`config.mk`:
```
export PLATFORM = sky130hd
export DESIGN_NAME = uart_tx_fifo
export DESIGN_NICKNAME = d
export VERILOG_FILES = /design/src/rtl/uart_tx_fifo.sv
export SDC_FILE = /design/constraint.sdc
export NUM_CORES = 1
export LEC_CHECK = 0
export ABC_AREA = 1
export BUFFER_PORTS_ARGS = -buffer_cell sky130_fd_sc_hd__buf_2
export CELL_PAD_IN_SITES_DETAIL_PLACEMENT = 1
export CELL_PAD_IN_SITES_GLOBAL_PLACEMENT = 1
export CORE_MARGIN = 2
export CORE_UTILIZATION = 48
export CTS_CLUSTER_SIZE = 8
export DETAILED_ROUTE_END_ITERATION = 8
export GPL_TIMING_DRIVEN = 1
export PLACE_DENSITY = 0.78
export SKIP_LAST_GASP = 1
export SLEW_MARGIN = 20
export SYNTH_ARGS = -nofsm -noshare
export SYNTH_HDL_FRONTEND = slang
export SYNTH_SLANG_ARGS = --single-unit
export TNS_END_PERCENT = 50
```
`constraint.sdc`:
```
create_clock -name clk -period 3.7 [get_ports clk]
set_clock_uncertainty 0.1 [all_clocks]
set_input_delay 0.555 -clock clk [delete_from_list [all_inputs] [get_ports clk]]
set_output_delay 0.555 -clock clk [all_outputs]
set_load 0.005 [all_outputs]
```
`src/rtl/uart_tx_fifo.sv`:
```
// uart_tx_fifo: buffered UART transmitter.
// A character FIFO feeds a start/data/parity/stop shifter.
module uart_tx_fifo #(
  parameter int DATA_W     = 8,
  parameter int FIFO_DEPTH = 16,
  parameter int DIV_W      = 16
) (
  input  logic              clk,
  input  logic              reset,
  input  logic              wr,
  input  logic [DATA_W-1:0] data,
  input  logic [DIV_W-1:0]  baud_div,
  input  logic [1:0]        parity,
  input  logic              stop2,
  output logic              serialOut,
  output logic              empty,
  output logic              full,
  output logic              busy,
  output logic              overflow
);

  localparam int AW = $clog2(FIFO_DEPTH);

  typedef enum logic [2:0] {
    IDLE,
    START,
    DATA,
    PARITY,
    STOP
  } state_t;

  logic [DATA_W-1:0] mem [FIFO_DEPTH];
  logic [AW-1:0]     wptr;
  logic [AW-1:0]     rptr;
  logic [AW:0]       count;
  logic              push;
  logic              pop;
  logic [DATA_W-1:0] head;

  state_t            state;
  state_t            state_d;
  logic [DIV_W-1:0]  cnt;
  logic [DIV_W-1:0]  div_q;
  logic [1:0]        par_q;
  logic              stop2_q;
  logic              par_bit;
  logic [DATA_W-1:0] sh;
  logic [2:0]        bitn;
  logic              tick;
  logic              line_d;

  assign empty = (count == '0);
  assign full  = (count == (AW+1)'(FIFO_DEPTH));
  assign busy  = (state != IDLE);
  assign push  = wr & ~full;
  assign tick  = (cnt == div_q);
  assign head  = mem[rptr];

  // character storage; pointers make stale entries invisible
  always_ff @(posedge clk) begin
    if (push && !reset)
      mem[wptr] <= data;
  end

  // fifo pointers, occupancy and sticky overflow
  always_ff @(posedge clk) begin
    if (reset) begin
      wptr     <= '0;
      rptr     <= '0;
      count    <= '0;
      overflow <= 1'b0;
    end else begin
      if (push)
        wptr <= wptr + AW'(1);
      if (pop)
        rptr <= rptr + AW'(1);
      if (push && !pop)
        count <= count + (AW+1)'(1);
      else if (pop && !push)
        count <= count - (AW+1)'(1);
      if (wr && full)
        overflow <= 1'b1;
    end
  end

  // frame state register
  always_ff @(posedge clk) begin
    if (reset)
      state <= IDLE;
    else
      state <= state_d;
  end

  // next state, pop request and line level
  always_comb begin
    state_d = state;
    pop     = 1'b0;
    line_d  = 1'b1;
    unique case (state)
      IDLE: begin
        if (!empty) begin
          pop     = 1'b1;
          state_d = START;
        end
      end
      START: begin
        line_d = 1'b0;
        if (tick)
          state_d = DATA;
      end
      DATA: begin
        line_d = sh[0];
        if (tick && bitn == 3'(DATA_W-1))
          state_d = (^par_q) ? PARITY : STOP;
      end
      PARITY: begin
        line_d = par_bit;
        if (tick)
          state_d = STOP;
      end
      STOP: begin
        if (tick && (bitn[0] || !stop2_q)) begin
          if (!empty) begin
            pop     = 1'b1;
            state_d = START;
          end else begin
            state_d = IDLE;
          end
        end
      end
      default: state_d = IDLE;
    endcase
  end

  // baud/bit counters, shifter, per-frame settings, line register
  always_ff @(posedge clk) begin
    if (reset) begin
      cnt       <= '0;
      bitn      <= '0;
      sh        <= '0;
      div_q     <= '0;
      par_q     <= '0;
      stop2_q   <= 1'b0;
      par_bit   <= 1'b0;
      serialOut <= 1'b1;
    end else begin
      serialOut <= line_d;
      if (pop) begin
        cnt     <= '0;
        bitn    <= '0;
        sh      <= head;
        div_q   <= baud_div;
        par_q   <= parity;
        stop2_q <= stop2;
        par_bit <= (^head) ^ parity[1];
      end else if (state != IDLE) begin
        cnt <= tick ? '0 : cnt + DIV_W'(1);
        if (state_d != state)
          bitn <= '0;
        else if (tick)
          bitn <= bitn + 3'd1;
        if (state == DATA && tick)
          sh <= sh >> 1;
      end
    end
  end

endmodule
```
## Word level (Yosys, flattened, before mapping)

Memory sizes are Yosys's and may differ from the RTL's. A register that Yosys moved wholly into a read port is not among the register bits.
Index checks and enable logic that the tools add are counted.

| word-level totals | value |
|---|---|
| latch bits | 0 |
| memory bits (writable) | 128 |
| input bits | 30 |
| word-level logic and storage cells | 79 |
| memories | 1 |
| output and inout bits | 5 |
| flip-flop bits (word level) | 65 |
| memory bits (read-only) | 0 |

Memory list:

| memory | depth | bits a word | rd ports | clocked after Yosys merged registers in | write ports | RTL line | RTL |
|---|---|---|---|---|---|---|---|
| mem | 16 | 8 | 1 | 1 | 1 | 32 | `logic [DATA_W-1:0] mem [FIFO_DEPTH];` |

| cells by class | value |
|---|---|
| shift operators | 0 |
| multipliers | 0 |
| muxes and demuxes | 24 |
| reductions and logical operators | 24 |
| $lt $le $gt $ge | 0 |
| add/sub/neg operators | 6 |
| equal/unequal tests | 8 |
| bitwise operators | 3 |
| divide/modulo/power cells | 0 |

Operators with widths:

| cell | count |
|---|---|
| two-way mux 3 bit | 8 |
| two-way mux 8 bit | 3 |
| adder 16 x 1 -> 16 bit (second input constant) | 1 |
| equality test 16 bit | 1 |
| two-way mux 16 bit | 1 |
| one-hot mux 3 bit (5 select lines) | 1 |
| two-way mux 5 bit | 2 |
| adder 4 x 1 -> 4 bit (second input constant) | 2 |
| two-way mux 4 bit | 2 |
| nonzero test 2 bit | 4 |
| XOR reduction 8 bit | 1 |
| logical AND 1 bit | 7 |
| equality test 3 x 2 -> 1 bit (second input constant) | 2 |
| equality test 3 bit (second input constant) | 2 |
| adder 5 x 1 -> 5 bit (second input constant) | 1 |
| equality test 5 bit (second input constant) | 1 |
| zero test 5 bit | 1 |
| two-way mux 1 bit | 5 |
| subtractor 5 x 1 -> 5 bit (second input constant) | 1 |
| zero test 1 bit | 4 |
| AND reduction 2 bit | 2 |
| adder 3 x 1 -> 3 bit (second input constant) | 1 |
| equality test 3 x 1 -> 1 bit (second input constant) | 1 |
| zero test 3 bit | 1 |
| 10 further kinds | 10 |

## Longest topological paths before layout

| depth | value |
|---|---|
| depth in word-level cells | 8 |
| depth in mapped cells | 22 |
| mapped depth without buffers | 21 |

## Worst setup path after synthesis

No wires, ideal clock.

| timing path | value |
|---|---|
| kind | register to register |
| start point | register cnt[7] |
| end point | register count[4] |
| setup slack | 0.767 ns |
| data required time | 3.481 ns |
| data arrival time | 2.714 ns |
| stages on the path, launching flop included | 23 |
| cells stage by stage | dfxtp_1 -> inv_1 -> nand2_1 -> nand2_1 -> inv_1 -> nand2_1 -> nor2_1 -> nand2_1 -> nor2_4 -> nand2_1 -> nand2_1 -> nand3_2 -> clkbuf_1 -> ha_1 -> inv_1 -> ha_1 -> a21o_1 -> a21oi_1 -> nor2_1 -> nor2_1 -> nand2_1 -> o21ai_0 -> a21oi_1 |

| between the ends | value |
|---|---|
| longest elaborated chain between the ends | 7 |
| elaborated cells between the ends (all ways) | 9 |
| those cells by class | eq/ne (1); mux (3); reduce/logical (5) |

RTL lines:

| item | RTL line | RTL |
|---|---|---|
| start: declaration | 42 | `logic [DIV_W-1:0] cnt;` |
| start signal: assignment | 157 | `cnt <= tick ? '0 : cnt + DIV_W'(1);` |
| equality test 16 bit * | 56 | `assign tick = (cnt == div_q);` |
| logical AND 1 bit * | 122 | `if (tick && (bitn[0] \|\| !stop2_q)) begin` |
| two-way mux 1 bit * | 122 |  |
| one-hot mux 1 bit (2 select lines) * | 99 | `unique case (state)` |
| zero test 1 bit | 77 | `if (push && !pop)` |
| logical AND 1 bit | 77 |  |
| two-way mux 5 bit / nonzero test 2 bit (equally long branches) | -- |  |
| end signal: assignment | 78 | `count <= count + (AW+1)'(1);` |
| end signal: assignment | 80 | `count <= count - (AW+1)'(1);` |
| end: declaration | 35 | `logic [AW:0] count;` |

Mark *: on every way between the ends. The rest lies on a longest branch, timed or not.
A chain may end at the register's enable or synchronous reset.

## Worst setup path after layout

| timing path | value |
|---|---|
| start point | register cnt[6] |
| end point | register count[4] |

The elaborated chain is that of the path after synthesis.

==> results.txt <==
The flow ran to the end, and the final reports show no timing, DRC or antenna violations. The site row count is 49. The critical path class is reg -> reg. The detailed-route via count came out at 6702. The via count of the first global-routing pass was about 7000.

The clock slew seen by the registers of the worst setup and hold paths is 0.07 ns. The maximum buffer depth of the clock tree is 2. The number of buffers inserted by post-CTS setup repair came out at 0.

In the post-synthesis netlist, the biggest area contributors are sky130_fd_sc_hd__edfxtp_1 44%, sky130_fd_sc_hd__dfxtp_1 16%, sky130_fd_sc_hd__nand2_1 8.1%. The top-level I/O count is 35. The number of violations reported at the end of detailed-routing iteration 0 is around 350. The largest net degree at the start of global routing is 67. Setup violations remaining at the end of the flow were counted as 0. The combined buffer and inverter count along the critical path came out at 2.

The number of CTS-inserted buffers came out at 17. The number of synthesized register bits came out at about 200. The total congestion overflow after global routing is 0. The relative area change from synthesis to final layout came out at 11.80%. STA classifies the critical path endpoint as a flip-flop.

The die is around 140 µm tall. For this run, the leading register cell type out of synthesis is sky130_fd_sc_hd__edfxtp_1. The share of cells above drive strength 1 came out at a little over 10%. The number of optimization iterations in the first detailed-route pass came out at 5. The number of slew-limit violations in the final report is 0. The final net count is a little over 1000. The die outline area is 19430 µm². The HPWL reported at the end of detailed placement is between 15 and 20 mm. The clock sink count is 197. The highest achievable clock rate came out at between 0.3 and 0.4 GHz. The slew at the pin closest to its max-slew limit came out at approximately 0.94 ns.

STA classifies the critical path startpoint as a flip-flop. The fraction of registers with async set/reset came out at 0%. The count of yosys warnings during synthesis came out at 0. The first global-routing pass estimated roughly 37 mm of wire.

The data required time at the worst endpoint is slightly below 4 ns. The synthesized area per cell is between 9 and 10 µm². The tightest hold path in the finished design has a slack of 0.2789 ns. The number of antenna diodes in the final layout is 0. The synthesized design contains approximately 130 enable-type register cells. TritonCTS built the clock tree. Setup repair after global routing left no endpoint under its margin. The standard cell core area is about 18000 µm². The worst-path cell with the longest stage delay is sky130_fd_sc_hd__dfxtp_1. The critical path goes through inv_1 > nand2_1 > nand2_1 > nand2_1 > nor2_1 > nand2_1 > nor2_4 > nand2_1 > nand2_1 > nand3_2 > ha_1 > inv_1 > ha_1 > a21o_1 > a21oi_1 > nor2_1 > nor2_1 > nand2_1 > o21ai_0 > a21oi_1. The final critical path takes up a little under nine tenths of the cycle. The residual antenna-violating net count after detailed routing came out at 0. The DRC violations left is 0. The distinct cell type count after synthesis is 38.

Using the TritonRoute via totals, the vias-per-cell ratio works out to between 5 and 6. The effective utilization at floorplan came out at 48.99%. The floorplan die width is roughly 140 µm. In this run the tightest slew margin relative to its limit is between 30% and 40%.

The kind of cell with the highest combined delay along the critical path is simple AND/OR/NAND/NOR gates. Of all cell types, the one taking the most synthesized area is sky130_fd_sc_hd__edfxtp_1. The most frequent cell on the critical path is sky130_fd_sc_hd__nand2_1.

The number of H-tree branching levels came out at 4. The total length of routed wires came out at about 23 mm. The share of the yosys chip area belonging to registers is 59.37%. The synthesized cell area is approximately 8800 µm². After clock tree synthesis, the repair step resized 0 gates.

Counting I/O delays and the setup requirement, the final critical path takes 3.155 ns. The tree is rooted in a sky130_fd_sc_hd__clkbuf_16. The class of the worst hold path is in -> reg. The mean routed wirelength per cell came out at roughly 19 µm.

During placement, the flow inserted port buffers numbering 34. Across the run, the number of max-cap violations was 0. The leakage power total is 0.003841 µW. For this run, the slowest stage of the critical path takes roughly 0.32 ns.

The total global routing track utilization is between 20% and 30%. The peak supply drop came out at 0.0005424 V. In this run the worst path has a maximum fanout of 7. The final weighted congestion of routability-driven global placement is 0.8234. The data arrival time of the critical path is between 3 and 4 ns. The initial antenna violation count came to 0.

The number of buffers inserted for hold repair after clock tree synthesis is 0. The synthesized instance count came out at ~940. The number of hold-slack violations in the final timing report is 0. The post-route setup TNS came out at 0 ns. The insertion delay to the later sink of the worst-skew pair came out at around 0.43 ns. Dividing total power by cell area gives a power density of 707.1 nW/µm². When the netlist entered floorplanning its net count stood at approximately 980. The area share of the largest cell type after synthesis is between 40% and 50%.
## registers in the layout (all words and copies together), names as in the netlist, named ones only
register and flops:
par_q 2, cnt 16, rptr 4, bitn 3, par_bit 1, overflow 1, wptr 4, div_q 16
count 5, state 3, mem 128, sh 8, stop2_q 1, serialOut 1
## cell families (layout without fill, tap and decap cells)
kind of cell / Yosys count / in the layout / share of synthesized area, %
adders and majority gates: 13 / 13 / 1.933
AOI/OAI and AO/OA: 180 / 180 / 11.56
and+or+nand+nor: 365 / 365 / 18.30
xor gates and xnor gates: 7 / 7 / 0.6966
DFF: 197 / 197 / 59.37
muxes: 4 / 4 / 0.4550
buffers and inverters: 173 / 219 / 7.691
## layout make-up
| class | count | area [µm²] |
|---|---|---|
| inverter | 137 | 516.7 |
| clock buffer | 19 | 432.9 |
| sequential | 197 | 5230 |
| clock inverter | 13 | 171.4 |
| fill | 2048 | 8124 |
| timing repair buffer | 50 | 302.8 |
| tap | 229 | 286.5 |
| multi-input combinational | 569 | 2899 |
## synth_stat cells, types with 2 or more instances
master / instances
sky130_fd_sc_hd__nand3_2: 2
sky130_fd_sc_hd__o211ai_1: 36
sky130_fd_sc_hd__buf_2: 11
sky130_fd_sc_hd__nor3b_2: 2
sky130_fd_sc_hd__nand3b_1: 2
sky130_fd_sc_hd__nor2_4: 4
sky130_fd_sc_hd__inv_1: 135
sky130_fd_sc_hd__nor3_2: 2
sky130_fd_sc_hd__buf_1: 5
sky130_fd_sc_hd__a21oi_1: 65
sky130_fd_sc_hd__buf_4: 3
sky130_fd_sc_hd__nand2_1: 189
sky130_fd_sc_hd__o21ai_0: 63
sky130_fd_sc_hd__nor3_1: 11
sky130_fd_sc_hd__dfxtp_1: 69
sky130_fd_sc_hd__xnor2_1: 5
sky130_fd_sc_hd__nand4_1: 7
sky130_fd_sc_hd__xor2_1: 2
sky130_fd_sc_hd__edfxtp_1: 128
sky130_fd_sc_hd__nor3b_1: 7
sky130_fd_sc_hd__a31oi_1: 9
sky130_fd_sc_hd__nand2_2: 3
sky130_fd_sc_hd__nor2_2: 3
sky130_fd_sc_hd__ha_1: 12
sky130_fd_sc_hd__clkbuf_1: 17
sky130_fd_sc_hd__nand3_1: 64
sky130_fd_sc_hd__a211oi_1: 2
sky130_fd_sc_hd__nor2_1: 68
sky130_fd_sc_hd__mux2i_1: 4
## per-layer routing
| metal | share of wire (%) | global-route usage [%] | vias up |
|---|---|---|---|
| met5 | 0 | 0 | - |
| met4 | 1.5 | 7.124 | 0 |
| met3 | 4.7 | 4.370 | 25 |
| met2 | 50 | 42.03 | 160 |
| met1 | 44 | 32.63 | 3303 |
| li1 | - | - | 3214 |
## worst register-to-register path, stage by stage, from the launching register on
cell and delay (ns):
sky130_fd_sc_hd__dfxtp_1 0.32, sky130_fd_sc_hd__inv_1 0.17, sky130_fd_sc_hd__nand2_1 0.08, sky130_fd_sc_hd__nand2_1 0.07
sky130_fd_sc_hd__nand2_1 0.06, sky130_fd_sc_hd__nor2_1 0.13, sky130_fd_sc_hd__nand2_1 0.11, sky130_fd_sc_hd__nor2_4 0.21
sky130_fd_sc_hd__nand2_1 0.11, sky130_fd_sc_hd__nand2_1 0.08, sky130_fd_sc_hd__nand3_2 0.07, sky130_fd_sc_hd__ha_1 0.23
sky130_fd_sc_hd__inv_1 0.14, sky130_fd_sc_hd__ha_1 0.30, sky130_fd_sc_hd__a21o_1 0.20, sky130_fd_sc_hd__a21oi_1 0.18
sky130_fd_sc_hd__nor2_1 0.09, sky130_fd_sc_hd__nor2_1 0.11, sky130_fd_sc_hd__nand2_1 0.07, sky130_fd_sc_hd__o21ai_0 0.15
sky130_fd_sc_hd__a21oi_1 0.06
## path summary, 6_finish.rpt
path                                     startpoint  slack, ns  cells past startpoint                     to
worst max-delay path            cnt[6]$_SDFFE_PP0N_       0.54                     20  count[4]$_SDFFE_PP0P_
worst min-delay path                          stop2       0.28                      3   stop2_q$_SDFFE_PP0N_
worst max register to register  cnt[6]$_SDFFE_PP0N_       0.54                     20  count[4]$_SDFFE_PP0P_
worst min register to register   sh[7]$_SDFFE_PP0P_       0.36                      2     sh[7]$_SDFFE_PP0P_
## layout by cell type (no fill, tap or decap), drive strengths merged
cell	instances
nand4	7
xnor2	5
inv	142
nand3	66
clkbuf	19
a21o	1
nor3b	9
bufinv	3
buf	50
o21bai	1
nand3b	2
o21a	1
xor2	2
clkinv	4
ha	12
a21boi	1
a31oi	9
o211ai	36
o21ai	64
a21oi	65
nand2	193
edfxtp	128
fa	1
nor2	75
clkinvlp	1
a211oi	2
mux2i	4
nor3	13
dfxtp	69
## where the power goes
| group | switching, µW | leakage (µW) | internal (µW) | total [µW] |
|---|---|---|---|---|
| clock network | 834 | 0.000291 | 1080 | 1910 |
| registers | 231 | 0.00172 | 2570 | 2800 |
| logic | 1520 | 0.00183 | 730 | 2250 |
## per-stage QoR
| stage | util [%] | std cells | area [µm²] | total power (µW) | setup WS, ns |
|---|---|---|---|---|---|
| after detailed placement | 51.41 | 1182 | 9235 | 5073 | 0.6448 |
| after CTS | 54.77 | 1214 | 9839 | 7001 | 0.5346 |
| after global placement | 51.41 | 1182 | 9235 | 4948 | 0.8107 |
| after global routing | 54.77 | 1214 | 9839 | 7413 | 0.2750 |
| final | 54.77 | 1214 | 9839 | 6957 | 0.5446 |
| after floorplan | - | 939 | 8801 | 4391 | 0.7666 |
Power figures use the tool's default switching activity.
